<file path="src/rtl/stm_pkg.sv">
// Shared definitions for the two-phase state machine and its downstream pair collector.
// The phase encoding is common to the upstream machine and this collector, so both
// agree on which cycle carries the A result and which carries the B result.
package stm_pkg;

    // Default width of one word on the upstream `outputs` bus.
    localparam int unsigned DwDefault = 32;

    // One pair is {B word, A word}.
    localparam int unsigned PairWDefault = 2 * DwDefault;

    // WARM: the first cycle after reset, when the bus still holds the upstream
    //       register's initial value.
    // CAP_A / CAP_B: the cycles that carry the A and B results.
    typedef enum logic [1:0] {
        StWarm = 2'b00,
        StCapA = 2'b01,
        StCapB = 2'b10
    } phase_e;

endpackage

</file>
<file path="src/rtl/stm_pair_fifo.sv">
// Show-ahead FIFO that holds {B word, A word} pairs.
//   CLK        clock, rising edge
//   RST        synchronous reset, active-high; clears pointers and level
//   push       write push_data this cycle (refused when full, unless a pop happens too)
//   push_data  pair to store
//   pop        remove the head this cycle (ignored when empty)
//   head       registered storage at the read pointer
//   level      occupancy, 0..DEPTH
module stm_pair_fifo
    import stm_pkg::*;
#(
    parameter int unsigned DEPTH = 4,
    parameter int unsigned WIDTH = PairWDefault
) (
    input  logic                       CLK,
    input  logic                       RST,
    input  logic                       push,
    input  logic [WIDTH-1:0]           push_data,
    input  logic                       pop,
    output logic [WIDTH-1:0]           head,
    output logic [$clog2(DEPTH):0]     level
);

    localparam int unsigned PtrW = $clog2(DEPTH);
    localparam int unsigned LvlW = PtrW + 1;
    localparam logic [LvlW-1:0] Full = LvlW'(DEPTH);

    logic [WIDTH-1:0] mem_q [DEPTH];
    logic [WIDTH-1:0] mem_d [DEPTH];
    logic [PtrW-1:0]  wptr_q, wptr_d;
    logic [PtrW-1:0]  rptr_q, rptr_d;
    logic [LvlW-1:0]  level_q, level_d;

    logic do_pop;
    logic do_push;

    // A pop frees the slot the same cycle, so a push onto a full FIFO still lands.
    assign do_pop  = pop && (level_q != '0);
    assign do_push = push && ((level_q != Full) || do_pop);

    always_comb begin
        mem_d   = mem_q;
        wptr_d  = wptr_q;
        rptr_d  = rptr_q;
        level_d = level_q;
        if (do_push) begin
            mem_d[wptr_q] = push_data;
            wptr_d        = wptr_q + PtrW'(1);
        end
        if (do_pop) begin
            rptr_d = rptr_q + PtrW'(1);
        end
        // Level is tracked apart from the pointers, so full and empty never alias.
        case ({do_push, do_pop})
            2'b10:   level_d = level_q + LvlW'(1);
            2'b01:   level_d = level_q - LvlW'(1);
            default: level_d = level_q;
        endcase
    end

    always_ff @(posedge CLK) begin
        if (RST) begin
            wptr_q  <= '0;
            rptr_q  <= '0;
            level_q <= '0;
        end else begin
            wptr_q  <= wptr_d;
            rptr_q  <= rptr_d;
            level_q <= level_d;
        end
    end

    // Storage needs no reset: it is only visible while level is non-zero.
    always_ff @(posedge CLK) begin
        mem_q <= mem_d;
    end

    assign head  = mem_q[rptr_q];
    assign level = level_q;

endmodule

</file>
<file path="src/rtl/stm_pair_collector.sv">
// Pairs the A-phase and B-phase words of the upstream two-phase machine's output bus
// and queues each pair for the next stage. Upstream cannot be stalled, so pairs that
// find the queue full are dropped and counted.
//   CLK         clock, rising edge
//   RST         synchronous reset, active-high; discards queue, half-formed pair and count
//   in_data     upstream `outputs` bus, sampled every cycle
//   out_valid   head of the queue holds a pair
//   out_ready   consumer takes the head this cycle
//   out_data    queue head, {B word, A word}
//   level       queue occupancy
//   drop_count  pairs lost to overflow, saturating
module stm_pair_collector
    import stm_pkg::*;
#(
    parameter int unsigned DEPTH = 4,
    parameter int unsigned DW    = DwDefault,
    parameter int unsigned CNTW  = 16
) (
    input  logic                   CLK,
    input  logic                   RST,
    input  logic [DW-1:0]          in_data,
    output logic                   out_valid,
    input  logic                   out_ready,
    output logic [2*DW-1:0]        out_data,
    output logic [$clog2(DEPTH):0] level,
    output logic [CNTW-1:0]        drop_count
);

    localparam int unsigned LvlW = $clog2(DEPTH) + 1;
    localparam logic [LvlW-1:0] Full = LvlW'(DEPTH);

    phase_e          state_q, state_d;
    logic [DW-1:0]   a_hold_q, a_hold_d;
    logic [CNTW-1:0] drop_q, drop_d;

    logic            push;
    logic            pop;
    logic            drop;
    logic [LvlW-1:0] fifo_level;

    always_comb begin
        state_d  = state_q;
        a_hold_d = a_hold_q;
        push     = 1'b0;
        unique case (state_q)
            StWarm: begin
                state_d = StCapA;
            end
            StCapA: begin
                a_hold_d = in_data;
                state_d  = StCapB;
            end
            StCapB: begin
                push    = 1'b1;
                state_d = StCapA;
            end
            default: begin
                state_d = StWarm;
            end
        endcase
    end

    assign out_valid = (fifo_level != '0);
    assign pop       = out_valid && out_ready;
    // Mirrors the FIFO's acceptance rule: only a full FIFO without a pop refuses.
    assign drop      = push && (fifo_level == Full) && !pop;

    always_comb begin
        drop_d = drop_q;
        if (drop && (drop_q != '1)) begin
            drop_d = drop_q + CNTW'(1);
        end
    end

    always_ff @(posedge CLK) begin
        if (RST) begin
            state_q  <= StWarm;
            a_hold_q <= '0;
            drop_q   <= '0;
        end else begin
            state_q  <= state_d;
            a_hold_q <= a_hold_d;
            drop_q   <= drop_d;
        end
    end

    stm_pair_fifo #(
        .DEPTH (DEPTH),
        .WIDTH (2 * DW)
    ) u_fifo (
        .CLK       (CLK),
        .RST       (RST),
        .push      (push),
        .push_data ({in_data, a_hold_q}),
        .pop       (pop),
        .head      (out_data),
        .level     (fifo_level)
    );

    assign level      = fifo_level;
    assign drop_count = drop_q;

endmodule

</file>
<file path="config.mk">
export PLATFORM = sky130hd
export DESIGN_NAME = stm_pair_collector
export DESIGN_NICKNAME = d
export VERILOG_FILES = /design/src/rtl/stm_pkg.sv /design/src/rtl/stm_pair_fifo.sv /design/src/rtl/stm_pair_collector.sv
export SDC_FILE = /design/constraint.sdc
export NUM_CORES = 1
export LEC_CHECK = 0
export CAP_MARGIN = 15
export CORE_UTILIZATION = 60
export CTS_CLUSTER_SIZE = 14
export DETAILED_ROUTE_END_ITERATION = 6
export DONT_BUFFER_PORTS = 1
export PLACE_DENSITY = 0.76
export REMOVE_ABC_BUFFERS = 1
export SLEW_MARGIN = 30
export SYNTH_ARGS = -nofsm -noshare
export SYNTH_HDL_FRONTEND = slang
export SYNTH_SLANG_ARGS = --single-unit
</file>
<file path="constraint.sdc">
create_clock -name CLK -period 7.2 [get_ports CLK]
set_clock_uncertainty 0.05 [all_clocks]
set_input_delay 1.44 -clock CLK [delete_from_list [all_inputs] [get_ports CLK]]
set_output_delay 1.44 -clock CLK [all_outputs]
set_load 0.01 [all_outputs]
</file>
==> summary.md, run 1 <==
| Metric | Value |
|---|---|
| Pleak | `about 4.0 nW` |
| DP HPWL | `between 10 and 15 mm` |
| Most frequent cell after synthesis | `edfxtp_1` |
| Worst vdd ir | `between 0.15 and 0.2 mV` |
| Layout area overhead | `11.8%` |
| Clk sink count | `roughly 310` |
| Synth area leaders | `edfxtp_1 66%, mux4_2 12%, dfxtp_1 9.8%` |
| Least-Margin Pin Slew | `about 0.95 ns` |
| Crit-path max cell delay | `around 0.70 ns` |
| Number of flops mapped to enable cells by yosys | `about 260` |
| Top FF cell, synth | `edfxtp_1` |
| Die width | `141 µm` |
| Final Cycle Share | `a little under three fifths` |
| Hold slack | `about 0.44 ns` |
| Vias per cell | `6.18` |
| Post-synth top area cell | `edfxtp_1` |
| First-pass DRT Iterations | `5` |
| CP Data Required Time | `between 5 and 6 ns` |
| Post-layout min period | `4.11 ns` |
| Setup crit end kind | `output port` |
| FMAX | `approximately 240 MHz` |
| Layout net count | `680` |
| Mapped Cells | `between 600 and 700` |
| # H-tree levels | `1` |
| Multi-input gate area | `around 0.0027 mm²` |
| P per Cell Area | `303 mW/mm²` |
| Final Hold Fails | `0` |
| Crit path max fanout | `39` |
| Fraction of registers with async set/reset | `0%` |
| WP buf/inv | `1` |
| RSZ-0062 raised after global routing | `no` |
| Number of I/O port buffers | `0` |
| Post-CTS setup buffer count | `0` |
| Seq/Total Area, Yosys | `~76%` |
| Initial antenna violation count | `0` |
| ANT cells | `0` |
| Worst-path clk slew | `~0.06 ns` |
| First-pass GRT wire length | `about 33 mm` |
| CTS tree | `built` |
| Row count | `50` |
| Flops & latches, synth | `about 310` |
| Cell family with most CP delay | `flip-flops` |
| Routed Antenna Nets | `0` |
| Final setup vio count | `0` |
| Slew headroom | `36.5%` |
| Initial core utilization | `roughly 60%` |
| Clock latency on the worst-skew pair | `0.54 ns` |
| Overflow after GRT | `0` |
| DR vias | `5688` |
| Total GRT Usage | `between 20% and 30%` |
| Core Footprint | `roughly 0.019 mm²` |
| Largest net degree at the start of global routing | `66` |
| DRC viols | `0` |
| Wire per inst | `approximately 23 µm` |
| Filler Cell Count | `between 1000 and 1500` |
| Crit-path cells | `buf_4 > mux4_2` |
| Total Neg Setup Slack | `0 ns` |
| Crit path max-delay cell type | `dfxtp_4` |
| Yosys warns | `0` |
| Synth top area share | `between 60% and 70%` |
| Mapped Avg Cell Area | `18.4 µm²` |
| Io pins | `between 100 and 150` |
| Critical Path Source Type | `register` |
| Max-cap violations | `0` |
| Sequential cell area | `between 0.008 and 0.009 mm²` |
| Die H | `141 µm` |
| Post-CTS Resized | `0` |
| Post-CTS Hold Fix Bufs | `0` |
| Share of cells above drive strength 1 | `19.8%` |
| Synthesized area | `around 0.012 mm²` |
| Distinct cells, synth | `44` |
| Top post-synthesis cells by count | `256 x edfxtp_1, 71 x nand2_1, 64 x mux4_2, 57 x dfxtp_1, 47 x a21oi_1` |
| Status | `finished, final reports clean` |
| Arr. time, crit path | `around 2.6 ns` |
| Iter 0 DRT Violations | `410` |
| Clock root cell | `clkbuf_16` |
| Clock Path Buffers | `3` |
| Vias in the first global route | `a little under 6000` |
| Die ar. | `roughly 0.020 mm²` |
| Final Max Slew Viols | `0` |
| CTS buffer count | `29` |
| Gpl congestion | `0.793` |
| Hold Crit Class | `reg -> reg` |
| Class of the most critical setup path | `reg -> out` |
| Routed WL | `roughly 21 mm` |
cells in the final DEF (no fill, tap or decap), types with 3 or more instances in the layout:
master     netlist  layout
a21oi_1         47      47
and3_4           0       4
and4_1           3       3
buf_12           0       3
bufinv_16        0       3
clkbuf_1        19       8
clkbuf_16        0      30
clkbuf_8         0       7
clkinv_2         0       3
dfxtp_1         57      55
edfxtp_1       256     256
ha_1             6       6
inv_1            8       8
mux4_2          64      64
nand2_1         71      71
nand3_1          4       4
nand4_1          5       5
nor2_1          15      15
nor2b_1          4       3
nor3_1           5       5
nor4_1           3       3
o21ai_0          4       4
o31ai_1          4       4
or3_1            6       6
or4_1            4       4
xor2_1           3       3
metal layers:
layer / vias to the layer above / global-route usage (%) / share of wire (%)
met5: - / 0 / 0
met2: 216 / 36.8 / 51
met3: 35 / 4.86 / 7.2
met4: 0 / 6.41 / 2.1
met1: 2924 / 29.6 / 40
li1: 2513 / - / -
power by group:
| group | internal, W | total (W) | leakage (nW) | switching (W) |
|---|---|---|---|---|
| Combinational | 0.000160 | 0.000316 | 0.719 | 0.000157 |
| Sequential | 0.00199 | 0.00205 | 2.81 | 0.0000577 |
| Clock | 0.000943 | 0.00157 | 0.490 | 0.000622 |
kinds of logic after synthesis:
kind of cell / share of synthesized area, %
and+or+nand+nor: 5.70
DFF: 76.0
adders and majority gates: 0.819
muxes: 12.6
buffers and inverters: 1.28
xor gates and xnor gates: 0.377
AOI/OAI and AO/OA: 3.21
registers in the layout (all words and copies together), names as in the netlist:
signal	flops
drop_count	16
u_fifo.level	3
state_q	2
u_fifo.rptr_q	2
a_hold_q	32
u_fifo.wptr_q	2
u_fifo.mem_q	256
final timing paths:
path	from	slack (ns)	cells after the start	end
setup / recovery	u_fifo.rptr_q[0]$_SDFFE_PP0P_	3.09	2	out_data[18]
hold / removal	a_hold_q[24]$_SDFFE_PP0P_	0.44	2	a_hold_q[24]$_SDFFE_PP0P_
setup reg to reg	u_fifo.level[2]$_SDFFE_PP0P_	4.38	9	u_fifo.level[2]$_SDFFE_PP0P_
hold reg to reg	a_hold_q[24]$_SDFFE_PP0P_	0.44	2	a_hold_q[24]$_SDFFE_PP0P_
worst register-to-register path: cells and delay by family, from the launching register on:
kind | cells | cell delay, ns
xor gates and xnor gates | 1 | 0.16
DFF | 1 | 0.47
adders and majority gates | 2 | 0.57
and+or+nand+nor | 3 | 1.17
buffers and inverters | 2 | 0.16
AOI/OAI and AO/OA | 1 | 0.16
layout make-up:
class / instances / area share (%)
Clock buffer: 45 / 6.75
Clock inverter: 9 / 0.963
Inverter: 8 / 0.231
Multi-Input combinational cell: 279 / 20.5
Sequential cell: 313 / 68.0
Tap cell: 260 / 2.51
Timing Repair Buffer: 7 / 1.00
per-stage QoR:
step	util [%]	instance area, µm²	total power (W)	cells	setup WS, ns
2_1_floorplan	-	11500	0.00235	600	2.25
3_3_place_gp	63.0	11900	0.00239	862	3.57
3_5_place_dp	63.0	11900	0.00241	862	3.52
4_1_cts	68.4	12900	0.00396	916	2.98
5_1_grt	69.0	13000	0.00405	921	2.86
6_report	69.0	13000	0.00393	921	3.09
No activity file was read; power rests on OpenSTA's default activity.
==> run 2, diff against run 1 <==
Clock period 7.2 ns to 3.9 ns, I/O delays scaled along.
==> summary.md, run 2 (synthesis gave the netlist of run 1 again) <==
| Metric | Value |
|---|---|
| P per Cell Area | `562 mW/mm² (+85%)` |
| DR WL met2 | `10.8 mm (about the same)` |
| DP Worst Slack | `0.766 ns (-2.76 ns)` |
| Setup crit end kind | `register` |
| Iter 0 DRT Violations | `384 (-6.3%)` |
| Die ar. | `0.0199 mm² (unchanged)` |
| Hold Crit Class | `in -> reg` |
| Die width | `141 µm (unchanged)` |
| Class of the most critical setup path | `reg -> reg` |
| First-pass DRT Iterations | `4 (-1)` |
| Routed WL | `20.7 mm (-2.9%)` |
| Post-CTS setup buffer count | `0 (unchanged)` |
| Clock Path Buffers | `3 (unchanged)` |
| Initial core utilization | `61.7% (unchanged)` |
| Vias per cell | `6.13 (-0.77%)` |
| Initial antenna violation count | `0 (unchanged)` |
| Io pins | `119 (unchanged)` |
| Worst vdd ir | `0.382 mV (+120%)` |
| Final core utilization | `69.2% (+0.25 points)` |
| Worst Hold Path Cells | `1 (-1)` |
| CTS tree | `built` |
| Clock root cell | `clkbuf_16` |
| Final setup vio count | `0 (unchanged)` |
| Commonest non-fill, non-tap cell in the layout | `edfxtp_1` |
| ANT cells | `0 (unchanged)` |
| Routed Antenna Nets | `0 (unchanged)` |
| Max-cap violations | `0 (unchanged)` |
| CP Data Required Time | `4.31 ns (-1.40 ns)` |
| Overflow after GRT | `0 (unchanged)` |
| # H-tree levels | `1 (unchanged)` |
| CTS buffer count | `30 (+3.4%)` |
| Share of cells above drive strength 1 | `19.8% (+0.031 points)` |
| Least-Margin Pin Slew | `0.928 ns (-0.0234 ns)` |
| R2R depth | `9 (unchanged)` |
| Top Metal Used | `met4` |
| Vias in the first global route | `5832 (+1.1%)` |
| Crit path max fanout | `7 (-82%)` |
| Largest register FFs | `256 (unchanged)` |
| Most frequent cells in the layout | `256 x edfxtp_1, 71 x nand2_1, 64 x mux4_2` |
| DP HPWL | `11.7 mm (-0.25%)` |
| Wire per inst | `22.4 µm (-3.3%)` |
| Status | `finished, final reports clean` |
| Clock latency on the worst-skew pair | `0.53 ns (about the same)` |
| Gpl congestion | `0.742 (-6.3%)` |
| Die H | `141 µm (unchanged)` |
| Final Cycle Share | `between 70% and 80%` |
| First-pass GRT wire length | `32.3 mm (-2.6%)` |
| Slew headroom | `38.1% (+1.6 points)` |
| Clk sink count | `313 (unchanged)` |
| WL met1 | `8.12 mm (-4.8%)` |
| Largest net degree at the start of global routing | `66 (unchanged)` |
| Final Max Slew Viols | `0 (unchanged)` |
| Worst-path clk slew | `0.06 ns (about the same)` |
| Number of I/O port buffers | `0 (unchanged)` |
| Post-CTS Resized | `0 (unchanged)` |
| Arr. time, crit path | `3.31 ns (+0.69 ns)` |
| WL met3 | `1.33 mm (-13%)` |
| Layout net count | `683 (+0.44%)` |
| Core Footprint | `0.0188 mm² (unchanged)` |
| Most flops, register | `u_fifo.mem_q` |
| Final Hold Fails | `0 (unchanged)` |
| Filler Cell Count | `1183 (+2.7%)` |
| Row count | `50 (unchanged)` |
| Post-layout min period | `2.90 ns` |
| DR vias | `5669 (-0.33%)` |
| Pleak | `4.03 nW (+0.44%)` |
| Setup ws final | `0.998 ns (-2.09 ns)` |
| DRC viols | `0 (unchanged)` |
| Critical Path Source Type | `register` |
| Layout area overhead | `12.2%` |
| RSZ-0062 raised after global routing | `no` |
| Post-CTS Hold Fix Bufs | `0 (unchanged)` |
| Total GRT Usage | `21.5% (-0.56 points)` |
| FMAX | `345 MHz` |
==> run 2: cell count changes in the layout (fill, tap and decap cells not counted), moves of 2 or more <==
cell / before / now
buf_12: 3 / 6
clkbuf_1: 8 / 10
clkbuf_8: 7 / 2
clkinv_2: 3 / 5
==> run 2: through the flow <==
stage / total power, W / instances / area [µm²] / setup TNS, ns / hold slack, ns
floorplan: 0.00434 / 600 / 11500 / -25.15 / 0.379
global placement: 0.00445 / 863 / 11900 / 0 / 0.404
detailed placement: 0.00448 / 868 / 12000 / 0 / 0.421
CTS: 0.00738 / 924 / 13000 / 0 / 0.246
global route: 0.00755 / 925 / 13000 / 0 / 0.248
finish: 0.00732 / 925 / 13000 / 0 / 0.263
==> run 2: cell type report <==
cell class	count	area (µm²)	area share, %
clock buffer	43	841	6.45
clock inverter	13	176	1.35
timing repair buffer	9	163	1.25
tap	260	325	2.50
multi-input combinational	279	2660	20.4
sequential	313	8840	67.8
inverter	8	30.0	0.230
==> run 2: routing by layer <==
layer / up-vias / GRT usage, %
met4: 0 / 5.95
met3: 31 / 4.45
met2: 188 / 37.4
met1: 2928 / 27.8
met5: - / 0
li1: 2522 / -
==> run 2: worst max-delay path: stages, from the launching register on <==
cell and delay [ns]:
dfxtp_1 0.46, nor4b_1 0.74, nor2_1 0.21, inv_1 0.11, ha_1 0.19, inv_1 0.07, fa_1 0.38, xor2_1 0.16
or3_1 0.30, a21oi_1 0.15
==> run 2: power by group <==
part,total (W),switching [W],internal (W)
combinational,0.000657,0.000350,0.000307
sequential,0.00374,0.0000607,0.00368
clock,0.00292,0.00116,0.00176
==> run 2: path summary, 6_finish.rpt <==
kind                                     start                           end  slack [ns]
setup reg to reg  u_fifo.level[2]$_SDFFE_PP0P_  u_fifo.level[2]$_SDFFE_PP0P_         1.0
setup / recovery  u_fifo.level[2]$_SDFFE_PP0P_  u_fifo.level[2]$_SDFFE_PP0P_         1.0
hold reg to reg          state_q[0]$_SDFF_PP0_         state_q[0]$_SDFF_PP0_        0.44
hold / removal                             RST     a_hold_q[13]$_SDFFE_PP0P_        0.26
